$ cat config.mk
export PLATFORM = sky130hd
export DESIGN_NAME = iob_vexriscv_bus_bridge_flat
export DESIGN_NICKNAME = d
export VERILOG_FILES = /design/src/rtl/iob_vexriscv_pkg.sv /design/src/rtl/iob_vexriscv_bus_bridge_if.sv /design/src/rtl/iob_vexriscv_cmd_fifo.sv /design/src/rtl/iob_vexriscv_bus_bridge.sv /design/src/flat_wrapper.sv
export SDC_FILE = /design/constraint.sdc
export NUM_CORES = 1
export LEC_CHECK = 0
export BUFFER_PORTS_ARGS = -buffer_cell sky130_fd_sc_hd__buf_2
export CORE_MARGIN = 2
export CORE_UTILIZATION = 25
export CTS_BUF_LIST = sky130_fd_sc_hd__clkbuf_16
export DETAILED_ROUTE_END_ITERATION = 8
export GPL_ROUTABILITY_DRIVEN = 0
export GPL_TIMING_DRIVEN = 0
export SLEW_MARGIN = 20
export SYNTH_ARGS = -nofsm -noshare
export SYNTH_HDL_FRONTEND = slang
export SYNTH_SLANG_ARGS = --single-unit
$ cat constraint.sdc
create_clock -name clk -period 11.5 [get_ports clk]
set_input_delay 2.3 -clock clk [delete_from_list [all_inputs] [get_ports clk]]
set_output_delay 2.3 -clock clk [all_outputs]
set_load 0.05 [all_outputs]
$ cat src/rtl/iob_vexriscv_pkg.sv
// Shared definitions for the VexRiscv-to-IOb bus bridge.
//   state_t        : bridge FSM encoding (idle / one IOb access outstanding)
//   BOOT_ADDR_XOR  : address remap used by the instruction-bus instance so
//                    that the core's reset vector lands on the boot memory
//   TMO_CNT_W      : width of the aborted-access counter output
package iob_vexriscv_pkg;

    typedef enum logic {
        ST_IDLE   = 1'b0,
        ST_ACCESS = 1'b1
    } state_t;

    localparam logic [31:0] BOOT_ADDR_XOR = 32'h8000_0000;

    localparam int TMO_CNT_W = 16;

endpackage

$ cat src/rtl/iob_vexriscv_bus_bridge_if.sv
// Signal bundle between a VexRiscv cmd/rsp port, the bridge and the IOb side.
//   cmd_*  : core command channel (valid/ready handshake)
//   rsp_*  : read response back to the core (single-cycle pulse)
//   iob_*  : IOb native request (valid/addr/wdata/wstrb) and completion (ready/rdata)
// Modports:
//   master : the bridge itself, which is the IOb master and the cmd consumer
//   slave  : everything around it (core wrapper plus IOb interconnect)
interface iob_vexriscv_bus_bridge_if #(
    parameter int ADDR_W = 32,
    parameter int DATA_W = 32
);
    logic                  cmd_valid;
    logic                  cmd_ready;
    logic                  cmd_wr;
    logic [ADDR_W-1:0]     cmd_address;
    logic [DATA_W-1:0]     cmd_data;
    logic [DATA_W/8-1:0]   cmd_mask;

    logic                  rsp_valid;
    logic [DATA_W-1:0]     rsp_data;
    logic                  rsp_error;

    logic                  iob_valid;
    logic [ADDR_W-1:0]     iob_addr;
    logic [DATA_W-1:0]     iob_wdata;
    logic [DATA_W/8-1:0]   iob_wstrb;
    logic                  iob_ready;
    logic [DATA_W-1:0]     iob_rdata;

    modport master (
        input  cmd_valid, cmd_wr, cmd_address, cmd_data, cmd_mask,
        input  iob_ready, iob_rdata,
        output cmd_ready,
        output rsp_valid, rsp_data, rsp_error,
        output iob_valid, iob_addr, iob_wdata, iob_wstrb
    );

    modport slave (
        output cmd_valid, cmd_wr, cmd_address, cmd_data, cmd_mask,
        output iob_ready, iob_rdata,
        input  cmd_ready,
        input  rsp_valid, rsp_data, rsp_error,
        input  iob_valid, iob_addr, iob_wdata, iob_wstrb
    );

endinterface

$ cat src/rtl/iob_vexriscv_cmd_fifo.sv
// Command buffer for the bus bridge: synchronous FIFO with first-word
// fall-through read (dout is the head entry whenever !empty).
//   clk, rst : clock, asynchronous active-low reset (empties the FIFO)
//   push/din : write one entry; ignored while full
//   pop/dout : drop the head entry; ignored while empty
//   full/empty
// A push that coincides with a pop while full is refused: full is a pure
// function of the pointers, so the freed slot is only visible next cycle.
module iob_vexriscv_cmd_fifo #(
    parameter int W     = 8,
    parameter int DEPTH = 2
) (
    input  logic         clk,
    input  logic         rst,
    input  logic         push,
    input  logic [W-1:0] din,
    input  logic         pop,
    output logic [W-1:0] dout,
    output logic         full,
    output logic         empty
);
    localparam int AW = $clog2(DEPTH);

    logic [W-1:0] mem [DEPTH];
    logic [AW:0]  wr_ptr;
    logic [AW:0]  rd_ptr;
    logic         push_en;
    logic         pop_en;

    // Pointers carry one extra wrap bit to tell full from empty.
    assign empty   = (wr_ptr == rd_ptr);
    assign full    = (wr_ptr[AW] != rd_ptr[AW]) && (wr_ptr[AW-1:0] == rd_ptr[AW-1:0]);
    assign push_en = push && !full;
    assign pop_en  = pop && !empty;
    assign dout    = mem[rd_ptr[AW-1:0]];

    always_ff @(posedge clk or negedge rst) begin
        if (!rst) begin
            wr_ptr <= '0;
            rd_ptr <= '0;
        end else begin
            if (push_en) wr_ptr <= wr_ptr + 1'b1;
            if (pop_en)  rd_ptr <= rd_ptr + 1'b1;
        end
    end

    // Storage needs no reset: the pointers define which entries are live.
    always_ff @(posedge clk) begin
        if (push_en) mem[wr_ptr[AW-1:0]] <= din;
    end

endmodule

$ cat src/rtl/iob_vexriscv_bus_bridge.sv
// Bridge from one VexRiscv cmd/rsp port (iBus or dBus) to an IOb native master.
//   clk         : clock
//   rst         : asynchronous active-low reset
//   bus         : cmd/rsp channel from the core and IOb request/completion
//   timeout_cnt : saturating count of accesses aborted by the timeout
// Commands are buffered in a small FIFO; at most one IOb access is in flight.
// Every address is XORed with ADDR_XOR. An access that sees no iob_ready for
// 2**TIMEOUT_W-1 cycles is abandoned; a read then returns an error response.
module iob_vexriscv_bus_bridge
    import iob_vexriscv_pkg::*;
#(
    parameter int              ADDR_W     = 32,
    parameter int              DATA_W     = 32,
    parameter int              FIFO_DEPTH = 2,
    parameter logic [ADDR_W-1:0] ADDR_XOR = '0,
    parameter int              TIMEOUT_W  = 8
) (
    input  logic                   clk,
    input  logic                   rst,
    iob_vexriscv_bus_bridge_if.master bus,
    output logic [TMO_CNT_W-1:0]   timeout_cnt
);
    localparam int STRB_W = DATA_W / 8;
    localparam int FIFO_W = 1 + ADDR_W + DATA_W + STRB_W;

    function automatic logic [TMO_CNT_W-1:0] sat_inc(input logic [TMO_CNT_W-1:0] v);
        return (v == '1) ? v : v + 1'b1;
    endfunction

    state_t              state;
    state_t              state_nxt;

    logic                rst_done;
    logic                fifo_push;
    logic                fifo_pop;
    logic                fifo_full;
    logic                fifo_empty;
    logic [FIFO_W-1:0]   fifo_dout;

    logic                head_wr;
    logic [ADDR_W-1:0]   head_addr;
    logic [DATA_W-1:0]   head_data;
    logic [STRB_W-1:0]   head_mask;
    logic                head_skip;

    logic                load;
    logic                done;
    logic                abort;
    logic                acc_wr;
    logic [TIMEOUT_W-1:0] tmo;
    logic [TIMEOUT_W-1:0] tmo_inc;
    logic                tmo_expire;

    iob_vexriscv_cmd_fifo #(
        .W     (FIFO_W),
        .DEPTH (FIFO_DEPTH)
    ) u_cmd_fifo (
        .clk   (clk),
        .rst   (rst),
        .push  (fifo_push),
        .din   ({bus.cmd_wr, bus.cmd_address, bus.cmd_data, bus.cmd_mask}),
        .pop   (fifo_pop),
        .dout  (fifo_dout),
        .full  (fifo_full),
        .empty (fifo_empty)
    );

    assign {head_wr, head_addr, head_data, head_mask} = fifo_dout;

    // A write with no byte enabled has nothing to do on the bus: retire it in IDLE.
    assign head_skip = head_wr && (head_mask == '0);

    // Holds cmd_ready low while in reset and for the first edge after release.
    always_ff @(posedge clk or negedge rst) begin
        if (!rst) rst_done <= 1'b0;
        else      rst_done <= 1'b1;
    end

    assign bus.cmd_ready = rst_done && !fifo_full;
    assign fifo_push     = bus.cmd_valid && bus.cmd_ready;

    // Counter starts at 0 on entry; the access is abandoned on the edge
    // where it would reach all-ones, giving 2**TIMEOUT_W-1 request cycles.
    assign tmo_inc    = tmo + 1'b1;
    assign tmo_expire = (tmo_inc == '1);

    always_ff @(posedge clk or negedge rst) begin
        if (!rst) state <= ST_IDLE;
        else      state <= state_nxt;
    end

    always_comb begin
        state_nxt = state;
        case (state)
            ST_IDLE:   if (!fifo_empty && !head_skip) state_nxt = ST_ACCESS;
            ST_ACCESS: if (bus.iob_ready || tmo_expire) state_nxt = ST_IDLE;
            default:   state_nxt = ST_IDLE;
        endcase
    end

    always_comb begin
        fifo_pop = 1'b0;
        load     = 1'b0;
        done     = 1'b0;
        abort    = 1'b0;
        case (state)
            ST_IDLE: begin
                fifo_pop = !fifo_empty;
                load     = !fifo_empty && !head_skip;
            end
            ST_ACCESS: begin
                // iob_ready beats a timeout landing on the same cycle.
                done  = bus.iob_ready;
                abort = !bus.iob_ready && tmo_expire;
            end
            default: ;
        endcase
    end

    // Decoded from the state register so that reset drops it asynchronously.
    assign bus.iob_valid = (state == ST_ACCESS);

    // ---- request register: captured on pop, held for the whole access ----
    always_ff @(posedge clk or negedge rst) begin
        if (!rst) begin
            acc_wr        <= 1'b0;
            bus.iob_addr  <= '0;
            bus.iob_wdata <= '0;
            bus.iob_wstrb <= '0;
            tmo           <= '0;
        end else begin
            if (load) begin
                acc_wr        <= head_wr;
                bus.iob_addr  <= head_addr ^ ADDR_XOR;
                bus.iob_wdata <= head_data;
                bus.iob_wstrb <= head_wr ? head_mask : '0;
                tmo           <= '0;
            end else if (state == ST_ACCESS) begin
                tmo <= tmo_inc;
            end
        end
    end

    // ---- response register: one cycle after completion or abort ----
    always_ff @(posedge clk or negedge rst) begin
        if (!rst) begin
            bus.rsp_valid <= 1'b0;
            bus.rsp_error <= 1'b0;
            bus.rsp_data  <= '0;
            timeout_cnt   <= '0;
        end else begin
            bus.rsp_valid <= (done || abort) && !acc_wr;
            bus.rsp_error <= abort && !acc_wr;
            if (done && !acc_wr)       bus.rsp_data <= bus.iob_rdata;
            else if (abort && !acc_wr) bus.rsp_data <= '0;
            if (abort) timeout_cnt <= sat_inc(timeout_cnt);
        end
    end

endmodule

$ cat src/flat_wrapper.sv
// flat-port wrapper written by rule: the top's interface ports become plain ports
module iob_vexriscv_bus_bridge_flat import iob_vexriscv_pkg::*;
#(
    parameter int              ADDR_W     = 32,
    parameter int              DATA_W     = 32,
    parameter int              FIFO_DEPTH = 2,
    parameter logic [ADDR_W-1:0] ADDR_XOR = '0,
    parameter int              TIMEOUT_W  = 8
)
  (clk, rst, timeout_cnt, bus_cmd_valid, bus_cmd_wr, bus_cmd_address, bus_cmd_data, bus_cmd_mask, bus_iob_ready, bus_iob_rdata, bus_cmd_ready, bus_rsp_valid, bus_rsp_data, bus_rsp_error, bus_iob_valid, bus_iob_addr, bus_iob_wdata, bus_iob_wstrb);
  iob_vexriscv_bus_bridge_if #(.ADDR_W(ADDR_W), .DATA_W(DATA_W)) bus_i ();
  input  logic clk;
  input  logic rst;
  output logic [TMO_CNT_W-1:0] timeout_cnt;
  input wire logic [$bits(bus_i.cmd_valid)-1:0] bus_cmd_valid;
  input wire logic [$bits(bus_i.cmd_wr)-1:0] bus_cmd_wr;
  input wire logic [$bits(bus_i.cmd_address)-1:0] bus_cmd_address;
  input wire logic [$bits(bus_i.cmd_data)-1:0] bus_cmd_data;
  input wire logic [$bits(bus_i.cmd_mask)-1:0] bus_cmd_mask;
  input wire logic [$bits(bus_i.iob_ready)-1:0] bus_iob_ready;
  input wire logic [$bits(bus_i.iob_rdata)-1:0] bus_iob_rdata;
  output wire logic [$bits(bus_i.cmd_ready)-1:0] bus_cmd_ready;
  output wire logic [$bits(bus_i.rsp_valid)-1:0] bus_rsp_valid;
  output wire logic [$bits(bus_i.rsp_data)-1:0] bus_rsp_data;
  output wire logic [$bits(bus_i.rsp_error)-1:0] bus_rsp_error;
  output wire logic [$bits(bus_i.iob_valid)-1:0] bus_iob_valid;
  output wire logic [$bits(bus_i.iob_addr)-1:0] bus_iob_addr;
  output wire logic [$bits(bus_i.iob_wdata)-1:0] bus_iob_wdata;
  output wire logic [$bits(bus_i.iob_wstrb)-1:0] bus_iob_wstrb;
  assign bus_i.cmd_valid = bus_cmd_valid;
  assign bus_i.cmd_wr = bus_cmd_wr;
  assign bus_i.cmd_address = bus_cmd_address;
  assign bus_i.cmd_data = bus_cmd_data;
  assign bus_i.cmd_mask = bus_cmd_mask;
  assign bus_i.iob_ready = bus_iob_ready;
  assign bus_i.iob_rdata = bus_iob_rdata;
  assign bus_cmd_ready = bus_i.cmd_ready;
  assign bus_rsp_valid = bus_i.rsp_valid;
  assign bus_rsp_data = bus_i.rsp_data;
  assign bus_rsp_error = bus_i.rsp_error;
  assign bus_iob_valid = bus_i.iob_valid;
  assign bus_iob_addr = bus_i.iob_addr;
  assign bus_iob_wdata = bus_i.iob_wdata;
  assign bus_iob_wstrb = bus_i.iob_wstrb;
  iob_vexriscv_bus_bridge #(.ADDR_W(ADDR_W), .DATA_W(DATA_W), .FIFO_DEPTH(FIFO_DEPTH), .ADDR_XOR(ADDR_XOR), .TIMEOUT_W(TIMEOUT_W)) u_core (.clk(clk), .rst(rst), .bus(bus_i), .timeout_cnt(timeout_cnt));
endmodule
# Yosys cells after proc, flatten, opt, wreduce, memory -nomap -nowiden
# Memories as Yosys holds them, arrays and structs flattened.
# Cells that the tools add are included.
[op_classes]
n_eq_ne = 5
n_bitwise = 2
n_addsub = 4
n_mux = 14
n_reduce_logical = 22
[op_table]
columns = ["op", "n"]
rows = [
  ["32-bit two-way mux", 2],
  ["16-bit by 1-bit adder with 16-bit output, second input constant", 1],
  ["16-bit == test, second input constant", 1],
  ["8-bit two-way mux", 2],
  ["1-bit logical AND", 11],
  ["8-bit by 1-bit adder with 8-bit output, second input constant", 1],
  ["8-bit == test, second input constant", 1],
  ["1-bit two-way mux", 8],
  ["1-bit zero test", 5],
  ["2-bit by 1-bit adder with 2-bit output, second input constant", 2],
  ["4-bit zero test", 1],
  ["4-bit two-way mux", 1],
  ["2-bit nonzero test", 2],
  ["2-bit == test", 1],
  ["1-bit logical OR", 2],
  ["1-bit inverter", 2],
  ["1-bit one-hot mux with 2 select lines", 1],
  ["2-bit AND reduction", 1],
  ["1-bit == test", 1],
  ["1-bit inequality test", 1],
]
[totals]
n_memories = 1
out_inout_bits = 120
elab_cells = 61
ff_bits = 133
ram_bits = 138
[mem_list]
columns = ["memory", "depth", "word_bits", "rd", "rd_ports_with_merged_regs", "wr", "line", "rtl"]
rows = [
  ["u_core.u_cmd_fifo.mem", 2, 69, 1, 0, 1, "iob_vexriscv_cmd_fifo.sv:24", "logic [W-1:0] mem [DEPTH];"],
]

# Depth between registers and ports, before layout
# Gate-level depths: netlist of the first run.
[depth]
ltp_word = 8
mapped_depth = 11

# Cells and area by module
# A second synthesis of the first run with hierarchy kept.
[hier_totals]
cells_unflattened = 745
area_unflattened_um2 = 10312.4
[modules_own_cells]
columns = ["module", "area_per_inst_um2", "cells_each", "instances"]
rows = [
  ["iob_vexriscv_cmd_fifo", 5230.0, 242, 1],
  ["iob_vexriscv_bus_bridge", 5082.4, 503, 1],
]

# Least setup slack after synthesis of the first run
# No wires, ideal clock.
[synth_path]
kind = "in2reg"
from = "in bus_cmd_valid"
to = "mem u_core.u_cmd_fifo.mem[1][0] (netlist name) (enable)"
stages = 2
setup_ns = 0.500
path_slack_ns = 5.594
arrival_time_ns = 5.407
path_cell_list = "nand2_1 nor2_1"
[synth_via]
elab_chain_cells = 4
[synth_lines]
columns = ["element", "line", "rtl"]
rows = [
  ["start: declaration", "flat_wrapper.sv:15", "input wire logic [$bits(bus_i.cmd_valid)-1:0] bus_cmd_valid;"],
  ["1-bit logical AND", "iob_vexriscv_bus_bridge.sv:80", "assign fifo_push = bus.cmd_valid && bus.cmd_ready;"],
  ["1-bit logical AND", "iob_vexriscv_cmd_fifo.sv:33", "assign push_en = push && !full;"],
  ["1-bit two-way mux", "iob_vexriscv_cmd_fifo.sv:49", "if (push_en) mem[wr_ptr[AW-1:0]] <= din;"],
  ["1-bit two-way mux (implied by the code)", "iob_vexriscv_cmd_fifo.sv:49", ""],
  ["end: declaration", "iob_vexriscv_cmd_fifo.sv:24", ""],
]
# No other way between the ends.

# Worst setup path after layout of the first run
[layout_path]
from = "reg u_core.u_cmd_fifo.rd_ptr[0]"
to = "out bus_cmd_ready"
[layout_via]
elab_chain_cells = 4
[layout_lines]
columns = ["element", "line", "rtl"]
rows = [
  ["start: declaration", "iob_vexriscv_cmd_fifo.sv:26", "logic [AW:0] rd_ptr;"],
  ["start signal: assignment", "iob_vexriscv_cmd_fifo.sv:43", "if (pop_en) rd_ptr <= rd_ptr + 1'b1;"],
  ["1-bit == test", "iob_vexriscv_cmd_fifo.sv:32", "assign full = (wr_ptr[AW] != rd_ptr[AW]) && (wr_ptr[AW-1:0] == rd_ptr[AW-1:0]);"],
  ["1-bit logical AND", "iob_vexriscv_cmd_fifo.sv:32", ""],
  ["1-bit zero test", "iob_vexriscv_bus_bridge.sv:79", "assign bus.cmd_ready = rst_done && !fifo_full;"],
  ["1-bit logical AND", "iob_vexriscv_bus_bridge.sv:79", ""],
  ["end: declaration", "flat_wrapper.sv:22", "output wire logic [$bits(bus_i.cmd_ready)-1:0] bus_cmd_ready;"],
]
# No other way between the ends.

==> reports/results.ini, run 1 <==
[sta]
fin_ws_ps=6920
period_needed_ps=4580
final.period_utilization_pct=39.8
hold_violations=0
max_clock_freq_mhz=218
rsz0062_at_grt=false
tightest_slew_ps=908
finClkSkew_ps=19.2
drv_slew=0
setup_violations=0
setup_tns_ps=0
relSlewSlack_pct=39.4

[cells_and_area]
nets=1048
syn_to_final_growth_pct=30.3
final_cell_mix=buf_2, edfxtp_1, dfrtp_1
drive_above_1_share_pct=31.4
postLayoutCoreUtil_pct=33.1
layout_commonest_cell=buf_2

[worst_setup_path]
critPathBufInv=2
crit_fanout=10
critical_path.top_delay_family=buffers and inverters
reg2regPathDepth=7
critPathSlowestCell=clkbuf_1
worstSetupPathType=flop to primary output
cp-start-kind=flop
cp_data_required_time_ps=9200
crit_cells=4
arrival_ps=2280
crit_path_end_kind=primary output
cpPeakStageDelay_ps=580
r2r_slack_ps=8610
r2r_end=u_core.u_cmd_fifo.mem[1][62]$_DFFE_PP_
worstReg2RegStart=u_core.u_cmd_fifo.rd_ptr[0]$_DFFE_PN0P_
crit_chain=clkbuf_1 -> xnor2_1 -> a21boi_0 -> buf_2

[yosys]
syn_area_um2=10100
synth_top_area_share_pct=41.1
ys_seq_area_share_pct=74.1
ys_warn_count=0
synth_nets=784
yosysUniqueCellTypes=41
yosys.area.top_type=edfxtp_1
synth-edff-count=138
ys_ff_latch=271
netlist_instances=676
synthFlopType=edfxtp_1
synth-async-reset-ratio_pct=49.1
synth.avg_cell_area_um2=14.9
netlist_top_cells_area=edfxtp_1, dfrtp_1, mux2i_1

[drt]
post_drt_via_cell_ratio=4.21
routed_wl_um=24400
wl_met3_um=1700
drc=0
wl_per_cell_um=16.4
vias=6290
drt_pass1_iterations=4
route.met2.wl_um=12300
top_layer_used=met5
drt_iter0_markers=254
met1Wirelength_um=9700
ant_nets=0

[min_path]
hp-start=u_core.bus.iob_addr[31]$_DFFE_PN0P_
hold_depth=2
hold_path.class=flop to flop
holdPathEnd=u_core.bus.iob_addr[31]$_DFFE_PN0P_

[job]
maxCapViolCount=0

[power_and_ir_drop]
irDropWorstVdd_uv=175
total_power_mw=4.09
leakagePower_nw=5.72
power_density_nw_per_um2=311

[placement]
port_buffers=224
dp_slack_ps=7410
dp_hpwl_um=16800

[clocking]
root_buffer=clkbuf_16
post_cts_resized=0
postCtsHoldBufs=0
clk_pin_slew_ps=60
postCtsSetupRepairBufs=0
cts_htree_levels=1
clock_latency_ps=580
cts_made_buffers=31
cts_sinks=271
cts_tree=built
clk_path_buf_depth=3

[grt]
overflow=0
grt_pass1_wl_um=36600
antenna_found_initial=7
grt_pass1_vias=6647
grt_max_degree=80
grt_usage_pct=11.4

[die]
die_y_um=205
coreArea_um2=39700
fp.dieArea_um2=42000
pin_count=225
initial_utilization_pct=25.4
rows=73
die_w_um=205

[outcome]
status=completed

## state kept, by name (all words and copies together) (netlist names)
register                  cells
u_core.rst_done               1
u_core.u_cmd_fifo.mem       138
u_core.u_cmd_fifo.rd_ptr      2
u_core.u_cmd_fifo.wr_ptr      2
u_core.bus.iob_wstrb          4
u_core.tmo                    8
u_core.bus.rsp_valid          1
u_core.bus.iob_valid          1
u_core.bus.iob_wdata         32
u_core.bus.rsp_error          1
u_core.acc_wr                 1
u_core.timeout_cnt           16
u_core.bus.rsp_data          32
u_core.bus.iob_addr          32
## cell families (layout without fill, tap and decap cells)
family,after synthesis,count (layout),share of synthesized area (%)
buf+inv,44,333,2.18
flops,271,271,74.1
fa+ha+maj,3,3,0.372
xor+xnor,27,27,2.35
compound gates,123,123,7.67
simple gates,137,137,6.28
other cells,1,4,0.0372
mux,70,70,7.00
## cell usage after synthesis, types with 2 or more instances
cell and number:
a21oi_1 4, a22o_1 32, and3_1 5, buf_2 11, buf_6 5, clkbuf_1 18, clkbuf_2 3, dfrtp_1 133
edfxtp_1 138, ha_1 3, inv_1 7, mux2i_1 68, nand2_1 90, nand3_1 10, nand4_1 10, nand4b_1 2
nor2_1 8, nor2b_1 3, o21a_1 2, o21ai_0 72, o31ai_1 6, or4_1 2, xnor2_1 21, xor2_1 6
## report_power, final
group | total, mW | switching (mW) | internal (mW)
Sequential | 1.43 | 0.123 | 1.31
Clock | 1.03 | 0.404 | 0.626
Combinational | 1.63 | 1.20 | 0.433
## worst max path at each step
stage                                                       start                                      to  slack, ps
after CTS                 u_core.u_cmd_fifo.rd_ptr[0]$_DFFE_PN0P_                           bus_cmd_ready       6780
after detailed placement  u_core.u_cmd_fifo.rd_ptr[0]$_DFFE_PN0P_                           bus_cmd_ready       7410
after global placement                              bus_cmd_valid  u_core.u_cmd_fifo.mem[1][48]$_DFFE_PP_       3200
after global routing      u_core.u_cmd_fifo.rd_ptr[0]$_DFFE_PN0P_                           bus_cmd_ready       6710
final                     u_core.u_cmd_fifo.rd_ptr[0]$_DFFE_PN0P_                           bus_cmd_ready       6920
after floorplan                                     bus_cmd_valid   u_core.u_cmd_fifo.mem[1][0]$_DFFE_PP_       5590
## metal layers
layer	vias up	track usage, %
met5	-	0
met4	6	3.60
met3	45	3.60
met2	174	20.1
met1	3068	13.2
li1	2997	-
## layout make-up
class                   instances  area, um2
fillers                      3925      26600
inverters                       7       26.3
repair buffers                231       1300
well taps                     525        657
multi-input cells             361       2400
flip-flops and latches        271       7470
clock buffers                  31        776
diodes                          3       7.51
clock inverters                27        300
plain buffers                  37        194
## worst min-delay path, stage by stage, from the launching register on
cell	delay [ps]
dfrtp_1	330
nand2_1	40
o21ai_0	60
## metrics by stage
step / instance area (um2) / instances / hold slack (ps)
6_report: 13100 / 1493 / 469
5_1_grt: 13100 / 1491 / 501
4_1_cts: 13100 / 1490 / 480
3_5_place_dp: 12100 / 1432 / 466
3_3_place_gp: 11900 / 1425 / 459
2_1_floorplan: 10100 / 676 / 451
Power figures use the tool's default switching activity.
==> inputs of run 2 (changes only) <==
- clock period: 11.5 -> 4.34 ns (I/O delays scaled with it)
==> reports/results.ini, run 2 (synthesized netlist as in run 1, its figures left out) <==
[cells_and_area]
final_cell_area_um2=13100  ; -0.64%
nets=1048  ; unchanged
syn_to_final_growth_pct=29.5
nFillCells=3948  ; +0.59%
seq_area_um2=7470  ; unchanged
largest_reg_flops=138  ; unchanged
postLayoutCoreUtil_pct=32.9  ; -0.21 points
final_cell_mix=buf_2, edfxtp_1, dfrtp_1
layout_commonest_cell=buf_2
drive_above_1_share_pct=31.3  ; -0.071 points
multi_input_area_um2=2400  ; unchanged

[sta]
finClkSkew_ps=13.8  ; -5.40 ps
max_clock_freq_mhz=318
rsz0062_at_grt=false
period_needed_ps=3140
tightest_slew_ps=903  ; -5.34 ps
relSlewSlack_pct=39.8  ; +0.36 points
setup_violations=0  ; unchanged
hold_violations=0  ; unchanged
final.period_utilization_pct=72.4
drv_slew=0  ; unchanged

[drt]
drt_iter0_markers=295  ; +16%
drt_pass1_iterations=4  ; unchanged
vias=6354  ; +1.0%
post_drt_via_cell_ratio=4.26  ; +1.2%
wl_per_cell_um=16.3  ; -0.66%
routed_wl_um=24200  ; -0.86%
ant_nets=0  ; unchanged
drc=0  ; unchanged

[grt]
grt_usage_pct=11.5  ; +0.052 points
grt_max_degree=77  ; -3.8%
antenna_found_initial=5  ; -2
overflow=0  ; unchanged
grt_pass1_vias=6487  ; -2.4%
grt_pass1_wl_um=36800  ; +0.57%

[power_and_ir_drop]
leakagePower_nw=5.72  ; about the same
total_power_mw=10.7  ; +160%
irDropWorstVdd_uv=416  ; +140%
power_density_nw_per_um2=819  ; +160%

[clocking]
cts_made_buffers=31  ; unchanged
postCtsSetupRepairBufs=0  ; unchanged
clk_pin_slew_ps=60  ; about the same
cts_sinks=271  ; unchanged
postCtsHoldBufs=0  ; unchanged
post_cts_resized=0  ; unchanged
root_buffer=clkbuf_16
cts_htree_levels=1  ; unchanged
clk_path_buf_depth=3  ; unchanged
cts_tree=built
clock_latency_ps=570  ; about the same

[worst_setup_path]
worstSetupPathType=flop to primary output
crit_fanout=10  ; unchanged
crit_path_end_kind=primary output
arrival_ps=2270  ; about the same
cp_data_required_time_ps=3470  ; -5730 ps
cp-start-kind=flop

[die]
rows=73  ; unchanged
pin_count=225  ; unchanged
die_w_um=205  ; unchanged
initial_utilization_pct=25.4  ; unchanged
coreArea_um2=39700  ; unchanged
fp.dieArea_um2=42000  ; unchanged
die_y_um=205  ; unchanged

[placement]
port_buffers=224  ; unchanged
dp_hpwl_um=16600  ; -1.5%
dpl_cell_area_um2=12000  ; about the same

[job]
maxCapViolCount=0  ; unchanged

[outcome]
status=completed

[min_path]
hold_path.class=primary input to asynchronous set/reset pin

==> run 2: changes by cell type in the layout (fill, tap and decap cells not counted) <==
cell,change
buf_12,+1
buf_16,-1
bufinv_16,-2
clkinv_1,-8
clkinv_2,+3
clkinv_4,-2
clkinvlp_4,-2
diode_2,-2
inv_1,+8
inv_16,-1
inv_6,+3
==> run 2: worst max-delay path: stages (launching register included) <==
cell and delay (ps):
dfrtp_1 370, clkbuf_1 620, xnor2_1 140, a21boi_0 250
buf_2 320
==> run 2: through the flow <==
step | hold slack, ps | std cells | setup slack (ps) | setup TNS [ps]
2_1_floorplan | 451 | 676 | -247 | -31790
3_3_place_gp | 458 | 1425 | -982 | -131360
3_5_place_dp | 466 | 1432 | 1440 | 0
4_1_cts | 198 | 1489 | 1050 | 0
5_1_grt | 223 | 1490 | 978 | 0
6_report | 214 | 1490 | 1200 | 0
==> run 2: layer usage <==
metal	wire length, um	share of wire, %	up-vias	global-route usage (%)
met2	11600	48	180	19.3
met5	55	0.23	-	0
li1	-	-	2998	-
met4	817	3.4	8	3.78
met1	10100	42	3110	14.0
met3	1690	7.0	58	3.58
==> run 2: where the power goes <==
group / internal (mW) / switching, mW
clock network: 1.53 / 1.04
logic: 1.15 / 3.19
registers: 3.47 / 0.329
total: 6.14 / 4.55
==> run 2: worst paths after layout <==
path	startpoint	endpoint	slack, ps	depth (start not counted)
max	u_core.u_cmd_fifo.rd_ptr[0]$_DFFE_PN0P_	bus_cmd_ready	1200	4
min	rst	u_core.timeout_cnt[5]$_DFFE_PN0P_	210	1
max reg2reg	u_core.u_cmd_fifo.rd_ptr[0]$_DFFE_PN0P_	u_core.u_cmd_fifo.mem[1][64]$_DFFE_PP_	1550	7
min reg2reg	u_core.bus.iob_addr[0]$_DFFE_PN0P_	u_core.bus.iob_addr[0]$_DFFE_PN0P_	470	2
max in group asynchronous	rst	u_core.bus.iob_wdata[6]$_DFFE_PN0P_	3350	2
min in group clk	u_core.bus.iob_addr[0]$_DFFE_PN0P_	u_core.bus.iob_addr[0]$_DFFE_PN0P_	470	2
==> run 2: final cells by class <==
type	instances	area share, %
antenna	1	0.0192
buffer	37	1.49
clock buffer	31	5.94
clock inverter	26	1.75
inverter	7	0.201
multi-input combinational	361	18.4
sequential	271	57.2
tap	525	5.03
timing repair buffer	231	9.91
==> inputs of run 3 (changes only) <==
- clock period: 4.34 -> 3.22 ns (I/O delays scaled with it)
==> reports/results.ini, run 3 (synthesized netlist as in run 1, its figures left out) <==
[outcome]
status=completed

[cells_and_area]
final_cell_area_um2=13000  ; -0.35%
seq_area_um2=7470  ; unchanged
layout_commonest_cell=buf_2
largest_reg_flops=138  ; unchanged
syn_to_final_growth_pct=29.0
drive_above_1_share_pct=31.5  ; +0.14 points
multi_input_area_um2=2410  ; +0.16%
final_cell_mix=buf_2, edfxtp_1, dfrtp_1
nets=1047  ; -0.095%
nFillCells=3982  ; +0.86%

[power_and_ir_drop]
switching_share_pct=43.2  ; +0.62 points
sequentialPowerShare_pct=36.0  ; +0.5 points
leakagePower_nw=5.65  ; -1.2%
power_density_nw_per_um2=1090  ; +33%
pwr-share-clk_pct=23.1  ; -0.9 points
switching_power_mw=6.14  ; +35%
p_comb_share_pct=40.9  ; +0.4 points
irDropWorstVdd_uv=534  ; +28%
p_int_mw=8.08  ; +32%

[die]
die_y_um=205  ; unchanged
fp.dieArea_um2=42000  ; unchanged
rows=73  ; unchanged
coreArea_um2=39700  ; unchanged
initial_utilization_pct=25.4  ; unchanged
die_w_um=205  ; unchanged
pin_count=225  ; unchanged

[drt]
drt_iter0_markers=271  ; -8.1%
drt_pass1_iterations=4  ; unchanged
routed_wl_um=24400  ; +0.67%
post_drt_via_cell_ratio=4.19  ; -1.7%
wl_per_cell_um=16.4  ; +0.61%
vias=6252  ; -1.6%
ant_nets=0  ; unchanged
drc=0  ; unchanged

[sta]
timing.hold.ws_ps=69.9  ; -144 ps
tightest_slew_ps=992  ; +89.2 ps
hold_violations=0  ; unchanged
relSlewSlack_pct=33.9  ; -5.9 points
drv_slew=0  ; unchanged
rsz0062_at_grt=false
max_clock_freq_mhz=357
final.period_utilization_pct=86.9
finClkSkew_ps=31.3  ; +17.5 ps
setup_violations=0  ; unchanged
period_needed_ps=2800

[min_path]
hold_path.class=primary input to asynchronous set/reset pin

[worst_setup_path]
crit_fanout=10  ; unchanged
setup.worst_path.start=u_core.u_cmd_fifo.rd_ptr[0]$_DFFE_PN0P_
cp-start-kind=flop
crit_path_end_kind=primary output
arrival_ps=2150  ; -120 ps
cp_data_required_time_ps=2580  ; -890 ps
worstReg2RegStart=u_core.u_cmd_fifo.rd_ptr[0]$_DFFE_PN0P_
worstSetupPathType=flop to primary output

[placement]
dpl_cell_area_um2=12100  ; about the same
dp_hpwl_um=16600  ; +0.46%
port_buffers=224  ; unchanged

[grt]
grt_pass1_vias=6538  ; +0.79%
overflow=0  ; unchanged
antenna_found_initial=5  ; unchanged
grt_max_degree=76  ; -1.3%
grt_usage_pct=11.5  ; +0.029 points
grt_pass1_wl_um=37000  ; +0.54%

[clocking]
clk_path_buf_depth=3  ; unchanged
clock_latency_ps=580  ; about the same
root_buffer=clkbuf_16
postCtsHoldBufs=0  ; unchanged
clk_pin_slew_ps=60  ; about the same
cts_sinks=271  ; unchanged
post_cts_resized=0  ; unchanged
cts_made_buffers=30  ; -3.2%
cts_htree_levels=1  ; unchanged
cts_tree=built
postCtsSetupRepairBufs=0  ; unchanged

[job]
maxCapViolCount=0  ; unchanged

[run 3: cell types whose count changed in the layout (fill, tap and decap cells not counted), sizes merged]
cell,delta
inv,-10
clkbuf,-1
diode,+2
clkinv,+9
bufinv,-2
clkinvlp,+3
[run 3: stage by stage]
step / instances / setup TNS (ps) / setup slack (ps) / total power, mW / util (%)
after global placement: 1425 / -180630 / -728 / 11.0 / 29.9
after floorplan: 676 / 0 / 126 / 9.31 / -
final: 1491 / 0 / 421 / 14.2 / 32.7
after detailed placement: 1432 / 0 / 352 / 11.2 / 30.3
after CTS: 1488 / 0 / 245 / 14.5 / 32.7
after global routing: 1490 / 0 / 187 / 15.1 / 32.7
[run 3: layout make-up]
class | count | share of cell area [%]
flip-flops and latches | 271 | 57.4
multi-input cells | 361 | 18.5
repair buffers | 231 | 9.95
clock buffers | 30 | 5.77
well taps | 525 | 5.05
clock inverters | 26 | 1.53
plain buffers | 37 | 1.49
inverters | 7 | 0.202
diodes | 3 | 0.0577
[run 3: layer usage]
metal  routed length (um)  vias up  GRT usage, %
met5                   24        -             0
met4                  784        4          4.09
met3                 1570       53          3.37
met2                11900      157          19.7
met1                10100     3047          13.7
li1                     -     2991             -
[run 3: path summary, 6_finish.rpt]
| path | end | cells past startpoint | slack [ps] |
|---|---|---|---|
| worst max-delay path | bus_cmd_ready | 4 | 420 |
| min in group clk | u_core.u_cmd_fifo.mem[1][28]$_DFFE_PP_ | 1 | 250 |
| worst min-delay path | u_core.timeout_cnt[3]$_DFFE_PN0P_ | 1 | 70 |
| max in group asynchronous | u_core.bus.iob_addr[6]$_DFFE_PN0P_ | 2 | 2380 |
| worst min register to register | u_core.bus.iob_wdata[8]$_DFFE_PN0P_ | 2 | 470 |
| worst max register to register | u_core.u_cmd_fifo.mem[1][57]$_DFFE_PP_ | 7 | 520 |
[run 3: critical path, cell delays in order, from the launching register on]
cell and delay (ps):
dfrtp_1 370, clkbuf_1 580, xnor2_1 180, a21boi_2 180, buf_2 290
[run 3: power by group through the flow]
stage               combinational [mW]  clock, mW  sequential, mW
finish                            5.82       3.28            5.12
global route                      6.31       3.54            5.22
CTS                               5.98       3.40            5.12
detailed placement                5.97          0            5.18
global placement                  5.79          0            5.17
floorplan                         2.07          0            7.24
